===== src/rtl/riscv_mem_pkg.sv =====
// Shared definitions for the unified instruction/data memory port arbiter.
// Contents: arbiter FSM state encoding, bus-owner encoding, and default
// address/data widths used by the fetch/LSU memory path.
package riscv_mem_pkg;

  localparam int unsigned ADDR_W_DEF = 32;
  localparam int unsigned DATA_W_DEF = 32;

  typedef enum logic [1:0] {
    ARB_IDLE    = 2'd0,
    ARB_BUSY_IF = 2'd1,
    ARB_BUSY_LS = 2'd2,
    ARB_RESP    = 2'd3
  } arb_state_t;

  typedef enum logic {
    OWN_IF = 1'b0,
    OWN_LS = 1'b1
  } arb_owner_t;

endpackage


===== src/rtl/mem_arb_perf.sv =====
// Performance counters for mem_port_arbiter (present only when the top is
// built with MEM_ARB_PERF_CNT_EN defined).
// Ports:
//   clk, reset         - clock, synchronous active-high reset
//   if_complete        - IF access entering its response cycle this edge
//   ls_complete        - LS access entering its response cycle this edge
//   conflict           - IDLE cycle with both requests asserted
//   perf_if_cnt        - completed IF accesses (wraps mod 2^32)
//   perf_ls_cnt        - completed LS accesses (wraps mod 2^32)
//   perf_conflict_cnt  - contended IDLE cycles (wraps mod 2^32)
module mem_arb_perf (
  input  logic        clk,
  input  logic        reset,
  input  logic        if_complete,
  input  logic        ls_complete,
  input  logic        conflict,
  output logic [31:0] perf_if_cnt,
  output logic [31:0] perf_ls_cnt,
  output logic [31:0] perf_conflict_cnt
);

  always_ff @(posedge clk) begin
    if (reset) begin
      perf_if_cnt       <= '0;
      perf_ls_cnt       <= '0;
      perf_conflict_cnt <= '0;
    end else begin
      if (if_complete) perf_if_cnt       <= perf_if_cnt + 32'd1;
      if (ls_complete) perf_ls_cnt       <= perf_ls_cnt + 32'd1;
      if (conflict)    perf_conflict_cnt <= perf_conflict_cnt + 32'd1;
    end
  end

endmodule


===== src/rtl/mem_port_arbiter.sv =====
// Arbiter sharing one single-port unified memory between the instruction
// fetch stage (IF, read only) and the load/store unit (LS, read/write).
// LS has priority; IF may lose at most STARVE_MAX consecutive contended
// arbitrations. Every access occupies IDLE -> BUSY_x -> RESP (>= 3 cycles).
// Optional build macro: MEM_ARB_PERF_CNT_EN adds perf_if_cnt, perf_ls_cnt
// and perf_conflict_cnt outputs (32-bit, wrapping).
// Ports:
//   clk, reset                 - clock, synchronous active-high reset
//   if_req/if_addr             - IF read request, held until if_done
//   if_done/if_rdata           - IF one-cycle completion pulse, fetched word
//   ls_req/ls_we/ls_addr/
//   ls_wdata/ls_wstrb          - LS request, held until ls_done
//   ls_done/ls_rdata           - LS completion pulse, load data
//   mem_req/mem_we/mem_addr/
//   mem_wdata/mem_wstrb        - memory request, held until mem_ready
//   mem_ready/mem_rdata        - memory completion and read data
module mem_port_arbiter
  import riscv_mem_pkg::*;
#(
  parameter int unsigned ADDR_W     = ADDR_W_DEF,
  parameter int unsigned DATA_W     = DATA_W_DEF,
  parameter int unsigned STARVE_MAX = 4
) (
  input  logic                clk,
  input  logic                reset,
  input  logic                if_req,
  input  logic [ADDR_W-1:0]   if_addr,
  output logic                if_done,
  output logic [DATA_W-1:0]   if_rdata,
  input  logic                ls_req,
  input  logic                ls_we,
  input  logic [ADDR_W-1:0]   ls_addr,
  input  logic [DATA_W-1:0]   ls_wdata,
  input  logic [DATA_W/8-1:0] ls_wstrb,
  output logic                ls_done,
  output logic [DATA_W-1:0]   ls_rdata,
  output logic                mem_req,
  output logic                mem_we,
  output logic [ADDR_W-1:0]   mem_addr,
  output logic [DATA_W-1:0]   mem_wdata,
  output logic [DATA_W/8-1:0] mem_wstrb,
  input  logic                mem_ready,
  input  logic [DATA_W-1:0]   mem_rdata
`ifdef MEM_ARB_PERF_CNT_EN
  ,
  output logic [31:0]         perf_if_cnt,
  output logic [31:0]         perf_ls_cnt,
  output logic [31:0]         perf_conflict_cnt
`endif
);

  localparam int unsigned STARVE_W = $clog2(STARVE_MAX + 1);
  localparam logic [STARVE_W-1:0] STARVE_TOP = STARVE_W'(STARVE_MAX);

  arb_state_t          state, state_nxt;
  arb_owner_t          win_owner;
  logic                win_valid;
  logic                mem_done;
  logic                idle_contended;
  logic [STARVE_W-1:0] starve_cnt;

  always_comb begin
    state_nxt      = state;
    win_valid      = 1'b0;
    win_owner      = OWN_LS;
    mem_done       = 1'b0;
    idle_contended = 1'b0;
    case (state)
      ARB_IDLE: begin
        idle_contended = if_req && ls_req;
        // LS wins unless IF is contending and has already lost STARVE_MAX times
        if (ls_req && !(if_req && (starve_cnt == STARVE_TOP))) begin
          win_valid = 1'b1;
          win_owner = OWN_LS;
          state_nxt = ARB_BUSY_LS;
        end else if (if_req) begin
          win_valid = 1'b1;
          win_owner = OWN_IF;
          state_nxt = ARB_BUSY_IF;
        end
      end
      ARB_BUSY_IF, ARB_BUSY_LS: begin
        if (mem_ready) begin
          mem_done  = 1'b1;
          state_nxt = ARB_RESP;
        end
      end
      ARB_RESP: state_nxt = ARB_IDLE;
      default:  state_nxt = ARB_IDLE;
    endcase
  end

  always_ff @(posedge clk) begin
    if (reset) state <= ARB_IDLE;
    else       state <= state_nxt;
  end

  always_ff @(posedge clk) begin
    if (reset) begin
      starve_cnt <= '0;
    end else if (win_valid) begin
      if (win_owner == OWN_IF)
        starve_cnt <= '0;
      else if (idle_contended && (starve_cnt != STARVE_TOP))
        starve_cnt <= starve_cnt + STARVE_W'(1);
    end
  end

  always_ff @(posedge clk) begin
    if (reset) begin
      if_done   <= 1'b0;
      if_rdata  <= '0;
      ls_done   <= 1'b0;
      ls_rdata  <= '0;
      mem_req   <= 1'b0;
      mem_we    <= 1'b0;
      mem_addr  <= '0;
      mem_wdata <= '0;
      mem_wstrb <= '0;
    end else begin
      if_done <= 1'b0;
      ls_done <= 1'b0;
      if (win_valid) begin
        mem_req <= 1'b1;
        if (win_owner == OWN_LS) begin
          mem_we    <= ls_we;
          mem_addr  <= ls_addr;
          mem_wdata <= ls_wdata;
          // loads never carry strobes onto the memory bus
          mem_wstrb <= ls_we ? ls_wstrb : '0;
        end else begin
          mem_we    <= 1'b0;
          mem_addr  <= if_addr;
          mem_wdata <= '0;
          mem_wstrb <= '0;
        end
      end
      if (mem_done) begin
        mem_req   <= 1'b0;
        mem_we    <= 1'b0;
        mem_wstrb <= '0;
        if (state == ARB_BUSY_IF) begin
          if_rdata <= mem_rdata;
          if_done  <= 1'b1;
        end else begin
          if (!mem_we) ls_rdata <= mem_rdata;
          ls_done <= 1'b1;
        end
      end
    end
  end

`ifdef MEM_ARB_PERF_CNT_EN
  mem_arb_perf u_perf (
    .clk               (clk),
    .reset             (reset),
    .if_complete       (mem_done && (state == ARB_BUSY_IF)),
    .ls_complete       (mem_done && (state == ARB_BUSY_LS)),
    .conflict          (idle_contended),
    .perf_if_cnt       (perf_if_cnt),
    .perf_ls_cnt       (perf_ls_cnt),
    .perf_conflict_cnt (perf_conflict_cnt)
  );
`endif

endmodule


===== config.mk =====
export PLATFORM = sky130hd
export DESIGN_NAME = mem_port_arbiter
export DESIGN_NICKNAME = d
export VERILOG_FILES = /design/src/rtl/riscv_mem_pkg.sv /design/src/rtl/mem_arb_perf.sv /design/src/rtl/mem_port_arbiter.sv
export SDC_FILE = /design/constraint.sdc
export NUM_CORES = 1
export LEC_CHECK = 0
export CAP_MARGIN = 20
export CORE_ASPECT_RATIO = 1.2
export CORE_UTILIZATION = 40
export CTS_CLUSTER_SIZE = 16
export DETAILED_ROUTE_END_ITERATION = 16
export PLACE_DENSITY = 0.84
export SLEW_MARGIN = 10
export SYNTH_ARGS = -nofsm -noshare
export SYNTH_HDL_FRONTEND = slang
export SYNTH_SLANG_ARGS = --single-unit

===== constraint.sdc =====
create_clock -name clk -period 2.2 [get_ports clk]
set_input_delay 0.44 -clock clk [delete_from_list [all_inputs] [get_ports clk]]
set_output_delay 0.44 -clock clk [all_outputs]
set_load 0.1 [all_outputs]

==> impl_metrics.py <==
metrics = {
    "run_status": {
        "outcome": "finished, final reports clean",
    },
    "power": {
        "p_leak_nw": 3.53,
        "power_frac_comb_pct": 39.7,
        "p_sw_mw": 4.27,
        "seqPwrFrac_pct": 30.7,
        "switching_share_pct": 43.1,
        "peakVddDrop_uv": 656,
        "p_int_mw": 5.64,
        "clockPowerShare_pct": 29.6,
        "powerDensity_mw_per_mm2": 1150,
        "power.total_mw": 9.91,
    },
    "sta": {
        "skew_ns": 0.00931,
        "layout_min_cycle_time_ns": 1.71,
        "whs_ns": 0.368,
        "final_hold_viol_count": 0,
        "tns_ns": 0,
        "grt_setup_unrepaired": "false",
        "finalCritPeriodShare_pct": 77.7,
        "setup_viol": 0,
        "slew_headroom_pct": 54.6,
        "worst-slew-pin-transition_ns": 0.682,
        "fmax_mhz": 585,
        "slew_violations": 0,
    },
    "synthesis": {
        "synth_top_family_by_area": "compound AO/OA/AOI/OAI gates",
        "synth-edff-count": 0,
        "synthSimpleGateAreaFrac_pct": 12.4,
        "yosysWarnings": 0,
        "synth_ff_type": "dfxtp_1",
        "synthAdderAreaFrac_pct": 0.903,
        "ys_seq_area_share_pct": 50.9,
        "synth-seq-cells": 141,
        "synth_compound_area_share_pct": 29.8,
        "synth_xor_area_share_pct": 0,
        "syn-cell-area_sq_mm": 0.00555,
        "synthArstFlopShare_pct": 0,
        "syn_area_per_cell_sq_um": 9.09,
        "synth.distinct_cells": 40,
        "synthesis.instances": 610,
        "synthMuxAreaShare_pct": 0.203,
        "syn_nets": 752,
    },
    "worst_setup_path": {
        "crit_start": "state[1]$_SDFFE_PP0P_",
        "cp-start-kind": "flop",
        "critical_path_required_ns": 2.54,
        "cp_slowest_cell": "ha_1",
        "critPathMaxStageDelay_ns": 0.34,
        "crit_fanout": 32,
        "rr_startpoint": "state[1]$_SDFFE_PP0P_",
        "crit_chain": "inv_1 > ha_1 > nor2b_4 > buf_4 > o211ai_1 > o2bb2ai_1",
        "rrSetupSlack_ns": 0.49,
        "endpoint_kind": "flop",
        "ff2ff_path_depth": 6,
        "path_class": "flop to flop",
        "critical_path_arrival_ns": 2.05,
    },
    "clock_network": {
        "post-cts-setup-buffers": 0,
        "cts_buffer_depth": 2,
        "cts-htree-levels": 4,
        "worstSkewPairLatency_ns": 0.42,
        "clkTransAtPathRegs_ns": 0.06,
        "cts_buffers": 17,
        "cts_resized": 0,
        "clock_sinks": 141,
        "ctsHoldBuffers": 0,
        "cts_tree": "yes",
        "root_buffer": "clkbuf_16",
    },
    "die": {
        "start_util_pct": 41.5,
        "die_h_microns": 131,
        "ioPinCount": 274,
        "row_count": 46,
        "dieArea_sq_mm": 0.0143,
        "fp.dieW_microns": 109,
        "core_sq_mm": 0.0134,
    },
    "global_route": {
        "antenna_found_initial": 0,
        "grt_overflow": 0,
        "grt_max_degree": 67,
        "grt_pass1_vias": 5089,
        "track_usage_pct": 22.8,
        "grt_pass1_wl_microns": 25400,
    },
    "finish": {
        "regArea_sq_mm": 0.00282,
        "drive_above_1_share_pct": 21.8,
        "multi_input_area_sq_mm": 0.00240,
        "finish.instance_area_sq_mm": 0.00859,
        "syn_to_final_growth_pct": 55.0,
        "antennaDiodeCount": 0,
        "fillers": 1144,
        "nets": 1002,
        "final_cells": 1040,
    },
    "detailed_routing": {
        "drc": 0,
        "firstDrtPassIters": 4,
        "routed_wirelength_microns": 16900,
        "vias_per_cell": 5.21,
        "postRouteAntennaNets": 0,
        "initialDrtViolationCount": 337,
        "post_drt_wl_per_cell_microns": 16.3,
        "dr_total_vias": 5422,
    },
    "flow_run": {
        "drv_cap": 0,
    },
    "min_path": {
        "hp-start": "reset",
        "hold_depth": 2,
        "hp-class": "input pin to flop",
    },
    "placed_design": {
        "port_buffers": 273,
        "dpl_cell_area_sq_mm": 0.00800,
        "place.gp.congestion": 0.742,
        "place_inst": 1009,
        "post-dp-hpwl_microns": 11800,
    },
}
## per-stage QoR
step | setup WS, ns | utilization [%]
after CTS | 0.476 | 64.4
after floorplan | 0.403 | -
final | 0.490 | 64.4
after global placement | 0.372 | 59.9
after detailed placement | 0.313 | 59.9
after global routing | 0.335 | 64.4
## routing by layer
metal	wire [microns]	track usage (%)	vias up
met2	8270	38.1	217
met3	1640	9.03	18
met4	263	7.45	0
met1	6730	26.6	2513
met5	0	0	-
li1	-	-	2674
## power groups by stage
stage          registers [mW]  clock network (mW)  logic, mW
2_1_floorplan            5.22                   0      0.854
3_3_place_gp             3.09                   0       3.91
3_5_place_dp             3.09                   0       3.94
4_1_cts                  3.04                2.98       3.94
5_1_grt                  3.08                3.09       4.10
6_report                 3.04                2.94       3.93
## Yosys cell counts, drive strengths merged, types with 2 or more instances
cell     number  area [sq um]
o21ai         4          20.0
a21boi        2          15.0
nor3b         2          15.0
a21o         31           233
ha            4          50.1
buf          36           214
inv           6          22.5
clkbuf       22          82.6
nor2          2          15.0
a21oi        99           495
o2bb2ai      31           272
o211ai       31           233
nor2b         3          26.3
nand3         3          20.0
a31oi         2          12.5
dfxtp       141          2820
a32o          5          50.1
nand2       135           507
a22o         32           280
o21a          3          22.5
nand4         2          12.5
and3          2          17.5
## registers in the layout, indices dropped and copies added (netlist names)
| register | cells |
|---|---|
| if_rdata | 32 |
| ls_rdata | 32 |
| mem_addr | 32 |
| mem_wdata | 32 |
| mem_wstrb | 4 |
| starve_cnt | 3 |
| state | 2 |
| if_done | 1 |
| ls_done | 1 |
| mem_req | 1 |
| mem_we | 1 |
## layout by cell type (no fill, tap or decap), types with 3 or more instances in the layout
| cell type | count |
|---|---|
| buf_4 | 149 |
| dfxtp_1 | 141 |
| nand2_1 | 135 |
| clkdlybuf4s50_1 | 135 |
| a21oi_1 | 99 |
| a22o_1 | 32 |
| a21o_1 | 31 |
| o211ai_1 | 31 |
| o2bb2ai_1 | 31 |
| clkbuf_16 | 17 |
| inv_1 | 6 |
| a32o_1 | 5 |
| o21ai_0 | 4 |
| ha_1 | 4 |
| inv_6 | 4 |
| o21a_1 | 3 |
| bufinv_16 | 3 |
| buf_12 | 3 |
## area by class of cell
type,count,share of cell area (%)
tap,168,2.45
multi-input combinational,405,28.0
inverter,6,0.262
clock inverter,12,1.89
sequential,141,32.8
clock buffer,19,5.04
timing repair buffer,289,29.6
## cell families (layout without fill, tap and decap cells)
group	count (synthesis)	count (layout)
DFF	141	141
adders and majority gates	4	4
and+or+nand+nor	158	158
AOI/OAI and AO/OA	242	242
buffers and inverters	64	326
muxes	1	1
## critical path, delay by kind of cell (launching register included)
family | cells | cell delay (ns)
flops | 1 | 0.29
buf+inv | 2 | 0.42
compound gates | 2 | 0.35
fa+ha+maj | 1 | 0.34
simple gates | 1 | 0.21
## final timing paths
check	end
max reg2reg	mem_addr[11]$_SDFFE_PP0P_
min reg2reg	if_rdata[26]$_SDFFE_PP0P_
min	starve_cnt[0]$_SDFFE_PP0P_
max	mem_addr[11]$_SDFFE_PP0P_
Power figures use the tool's default switching activity.
==> edit 1: new RTL, same flow settings <==
Re-encode `arb_state_t` (4 states) as one-hot, 4 bits wide.
--- a/src/rtl/riscv_mem_pkg.sv
+++ b/src/rtl/riscv_mem_pkg.sv
@@ -8,7 +8,7 @@
 
-  typedef enum logic [1:0] {
-    ARB_IDLE    = 2'd0,
-    ARB_BUSY_IF = 2'd1,
-    ARB_BUSY_LS = 2'd2,
-    ARB_RESP    = 2'd3
+  typedef enum logic [3:0] {
+    ARB_IDLE    = 4'b0001,
+    ARB_BUSY_IF = 4'b0010,
+    ARB_BUSY_LS = 4'b0100,
+    ARB_RESP    = 4'b1000
   } arb_state_t;
Formal check against the unedited RTL: no difference found for any inputs over 4 cycles, from zero or initial values and one cycle with reset high; so few cycles prove little.
==> edit 1 against the original RTL <==
  * Routed wire length is 10% higher
  * Power is 11% lower
  * Synthesized cell count is 3.4% higher
  * Synthesized area is 6.2% higher
  * Critical path depth is 2 lower
  * Worst setup slack worse by 0.22 ns
  * Sequential cell count is 2 higher
  * First-iteration DRC count is 5.0% higher
  * Global-route usage is 1.4 points higher
  * Cell count is 2.9% higher
  * Die area is 6.1% higher
  * Cell area is 6.7% higher
  * Critical endpoint is now mem_addr[31]
==> edit 1: results (changes against the original RTL) <==
Status:
- The run finished with clean final reports.

Synthesis:
- The adder and majority gate portion of the synthesized area came to 0.425% (-0.48 points).
- In the synthesized netlist, the cells that appear most often are dfxtp_1, a21oi_1, nand2b_1.
- The post-synth net total came to 771 (+2.5%).
- The share of Yosys cell area claimed by the top area cell type is 48.6% (-2.3 points).
- The complex-gate fraction of the synthesized area is 20.4% (-9.4 points).
- Yosys attributes the largest share of cell area to dfxtp_1, nand2b_1, nor4_1.
- The parity-gate share of the synthesized area counting xor and xnor cells is 0.149% (+0.15 points).
- The distinct cell type count after synthesis is 41 (+2.5%).

Placed design:
- The area after detailed placement came to 8560 um^2 (+7.0%).
- The global placer's final weighted congestion is 0.795 (+7.2%).
- The detailed placement HPWL came to 12.9 mm (+10%).

Worst setup path:
- The largest individual stage delay along the critical path comes from the cell or4b_4.
- The maximum cell stage delay along the critical path is 0.70 ns (+0.36 ns).

Layout:
- The filler cell count is 1,182 (+3.3%).

Global routing:
- The met3 track demand over resource in global routing came to 6.60% (-2.4 points).
- The overall track demand over capacity in global routing is 24.2% (+1.4 points).
- The maximum number of pins on one net before global-route repair is 99 (+48%).
- The global-route wire length before repair was 29.1 mm (+15%).
- The met1 track utilization from global routing was 28.7% (+2.1 points).
- The number of global-route vias before repair was 5,576 (+9.6%).
- The global routing usage on met2 is 42.5% (+4.3 points).

Drt:
- The met1 routed wirelength after detailed routing is 7.55 mm (+12%).
- The routed length on met3 is 1.27 mm (-23%).
- The total met2 wirelength after detailed routing was 9.63 mm (+17%).
- The wire length per cell after detailed routing was 17.4 um (+7.3%).
- The per-cell via count in the routed design was 5.47 (+4.9%).

Power:
- The worst IR drop on VDD is 0.679 mV (+3.4%).
- The cell internal power dissipation is 5.42 mW (-3.9%).
- The leakage power figure came to 3.53 nW (about the same).

Timing:
- The post-route clock skew is 0.00676 ns (-0.00255 ns).
## edit 1: changes by cell type after synthesis, sizes merged, moves of 33 or more
cell    before  now
clkbuf      22   58
nand2b       0   66
o21ai        4   41
a211oi       0   33
nand2      135    2
nor4         0   64
## edit 1: final timing paths
kind | startpoint | end | cells past startpoint
hold reg to reg | if_rdata[19] | if_rdata[19] | 2
setup / recovery | state[0] | mem_addr[31] | 4
setup reg to reg | state[0] | mem_addr[31] | 4
hold / removal | reset | state[2] | 2
## edit 1: critical path: cells and delay by family (launching register included)
family / cells / cell delay, ns
and+or+nand+nor: 3 / 1.08
DFF: 1 / 0.46
buffers and inverters: 1 / 0.26
## edit 1: final cells by class
class                           count  area, um^2  area share [%]
Clock buffer                       18         429            4.68
Clock inverter                     14         179            1.95
Inverter                            4        15.0           0.164
Multi-Input combinational cell    413        2750            30.0
Sequential cell                   143        2860            31.2
Tap cell                          175         219            2.39
Timing Repair Buffer              303        2720            29.6
## edit 1: power by group through the flow
stage	clock network (mW)	logic (mW)	registers [mW]
2_1_floorplan	0	0.684	4.37
3_3_place_gp	0	2.92	2.98
3_5_place_dp	0	2.94	2.97
4_1_cts	3.04	2.94	2.93
5_1_grt	3.14	3.06	2.95
6_report	2.99	2.94	2.93
## edit 1: cell families (layout without fill, tap and decap cells)
group	after synthesis	count (layout)
mux	32	32
compound gates	192	192
simple gates	186	186
xor+xnor	1	1
buf+inv	75	339
fa+ha+maj	2	2
flops	143	143
## edit 1: through the flow
stage                     setup slack (ns)  std cells  setup TNS, ns  utilization (%)
after floorplan                      0.394        631              0                -
after global placement              0.0110       1038              0             59.6
final                                0.266       1070              0             63.9
after detailed placement           -0.0300       1038         -0.134             59.6
after global routing                 0.167       1070              0             63.9
after CTS                            0.278       1070              0             63.9
==> edit 2: new RTL, same settings <==
Without the edit above. Change the package constant `DATA_W_DEF` from 32 to 28.
--- a/src/rtl/riscv_mem_pkg.sv
+++ b/src/rtl/riscv_mem_pkg.sv
@@ -6,3 +6,3 @@
   localparam int unsigned ADDR_W_DEF = 32;
-  localparam int unsigned DATA_W_DEF = 32;
+  localparam int unsigned DATA_W_DEF = 28;
 
Ports: changed (7 resized); port bits go from 274 to 252. No check against the original RTL was run, so the function may have changed too.
==> edit 2 against the original RTL <==
  * Worst hold slack improved by 0.088 ns
  * Sequential share of layout area fell by 0.93 points
  * Power fell by 3.1%
  * Worst setup slack got worse by 0.15 ns
  * Via count fell by 4.4%
  * Count of clock-buffer cells in the layout rose by 1
  * Cell area fell by 6.6%
  * Synthesized area fell by 7.7%
  * Routed wire length fell by 6.5%
  * Utilization rose by 1.0 points
  * Die area fell by 7.6%
  * Sequential cell count fell by 13
  * Clock power rose by 7.8%
  * Critical endpoint is now mem_addr[29]
==> edit 2: results (changes against the original RTL) <==
Global routing:
- The overall track demand over capacity in global routing is 23.7% (+0.93 points).
- The global-route wire length before repair was 25.1 mm (-1.3%).
- The maximum number of pins on one net before global-route repair is 57 (-15%).
- The number of global-route vias before repair is 5,091 (+0.039%).

Timing:
- The final hold slack is 0.456 ns (+0.0879 ns).
- The post-route clock skew came to 0.0137 ns (+0.00441 ns).
- The number of hold violations in the final report was 0 (unchanged).
- The relative slew slack is 63.9% (+9.3 points).
- The post-route clock period utilization is 84.4% (+6.6 points).

Synthesis:
- The combined area of all synthesized cells was 5120 um^2 (-7.7%).
- Yosys attributes the largest share of cell area to dfxtp_1, a21oi_1, nand2_1.
- The post-synth net total was 699 (-7.0%).
- The portion of the post-synthesis area used by sequential elements was 50.1% (-0.83 points).
- The yosys synthesis warning count is 0 (unchanged).
- The share of async-settable or async-resettable flops after synthesis is 0% (unchanged).
- Counting instances in the post-synthesis netlist gives the leading cell types as dfxtp_1, nand2_1, a21oi_1.

Drt:
- The via total after detailed routing is 5,181 (-4.4%).
- The routed wire length is 15.8 mm (-6.5%).
- The number of design-rule violations left by the first detailed-router iteration was 219 (-35%).
- The number of iterations in the first detailed-routing pass is 5 (+1).

Worst setup path:
- The setup slack of the most critical reg-to-reg path is 0.34 ns (-0.15 ns).
- The signal arrival time at the worst endpoint is 2.20 ns (+0.15 ns).
- The top cell family by delay on the critical path is simple AND/OR/NAND/NOR gates.
- The maximum cell stage delay along the critical path is 0.44 ns (+0.10 ns).
- The cell type of the slowest stage on the worst timing path is nor2b_4.
- The maximum fanout along the worst path is 19 (-41%).

Clock tree:
- The number of H-tree branching levels was 4 (unchanged).
- The latest clock arrival within the worst-skew pair is 0.42 ns (about the same).
- The maximum clock path buffer count is 2 (unchanged).
- The number of buffers inserted to repair setup after CTS came to 0 (unchanged).
- The number of buffers inserted during clock tree synthesis is 17 (unchanged).
- The total of cells resized after clock tree synthesis was 0 (unchanged).
- The clock transition time at the flip-flop clock pins of the worst setup and hold paths is 0.06 ns (about the same).
- The master cell of the clock root buffer is clkbuf_16.

Placed design:
- The detailed placement HPWL was 11.0 mm (-6.0%).
- The global placer's final weighted congestion came to 0.794 (+7.1%).
- The worst setup slack before clock tree synthesis is 0.244 ns (-0.0681 ns).
- The number of port buffers is 251 (-8.1%).

Layout:
- The net total in the final layout is 929 (-7.3%).
- The filler cell count is 973 (-15%).
- The number of inserted diodes is 0 (unchanged).
- Counting flops per register, the top entry is mem_addr.
- The proportion of layout cells with a drive suffix above 1 is 22.0% (+0.21 points).

Power:
- The worst IR drop on VDD is 0.600 mV (-8.7%).
- The leakage power figure is 3.31 nW (-6.0%).

Hold path:
- The min-delay analysis places its worst path in the category reg -> reg.

Status:
- The flow ran to the end, and the final reports show no timing, DRC or antenna violations.
-- edit 2: tightest hold or removal path: stages, from the launching register on --
cell and delay, ns:
dfxtp_1 0.30, nand2_1 0.05, a21oi_1 0.05
-- edit 2: where the power goes --
| part | switching, mW | internal, mW | total [mW] |
|---|---|---|---|
| clock network | 1.06 | 2.11 | 3.17 |
| logic | 2.74 | 0.904 | 3.65 |
| registers | 0.171 | 2.61 | 2.78 |
-- edit 2: worst paths after layout --
check / to / depth (start not counted) / start
setup / recovery: mem_addr[29] / 6 / state[0]
hold / removal: if_rdata[17] / 2 / if_rdata[17]
setup reg to reg: mem_addr[29] / 6 / state[0]
hold reg to reg: if_rdata[17] / 2 / if_rdata[17]
-- edit 2: final cells by class --
type	count	share of cell area, %
well taps	161	2.51
inverters	6	0.280
clock inverters	12	2.52
multi-input cells	378	28.2
repair buffers	265	28.8
clock buffers	20	5.81
flip-flops and latches	128	31.9
-- edit 2: metrics by stage --
step / cells / power (mW) / cell area, um^2
3_5_place_dp: 938 / 6.47 / 7360
5_1_grt: 970 / 9.94 / 8030
4_1_cts: 970 / 9.65 / 8030
2_1_floorplan: 566 / 5.59 / 5120
3_3_place_gp: 938 / 6.40 / 7360
6_report: 970 / 9.60 / 8030
-- edit 2: layer usage --
layer	GRT usage [%]	wire, um	share of wire (%)	up-vias
li1	-	-	-	2492
met1	25.3	6100	39	2427
met2	42.7	8010	51	228
met3	7.25	1260	8.0	34
met4	10.6	433	2.7	0
met5	0	0	0	-
-- edit 2: cell families after synthesis --
kind of cell / Yosys count / synth area share (%)
buf+inv: 60 / 5.82
mux: 1 / 0.220
simple gates: 144 / 12.3
flops: 128 / 50.1
compound gates: 229 / 30.6
fa+ha+maj: 4 / 0.978
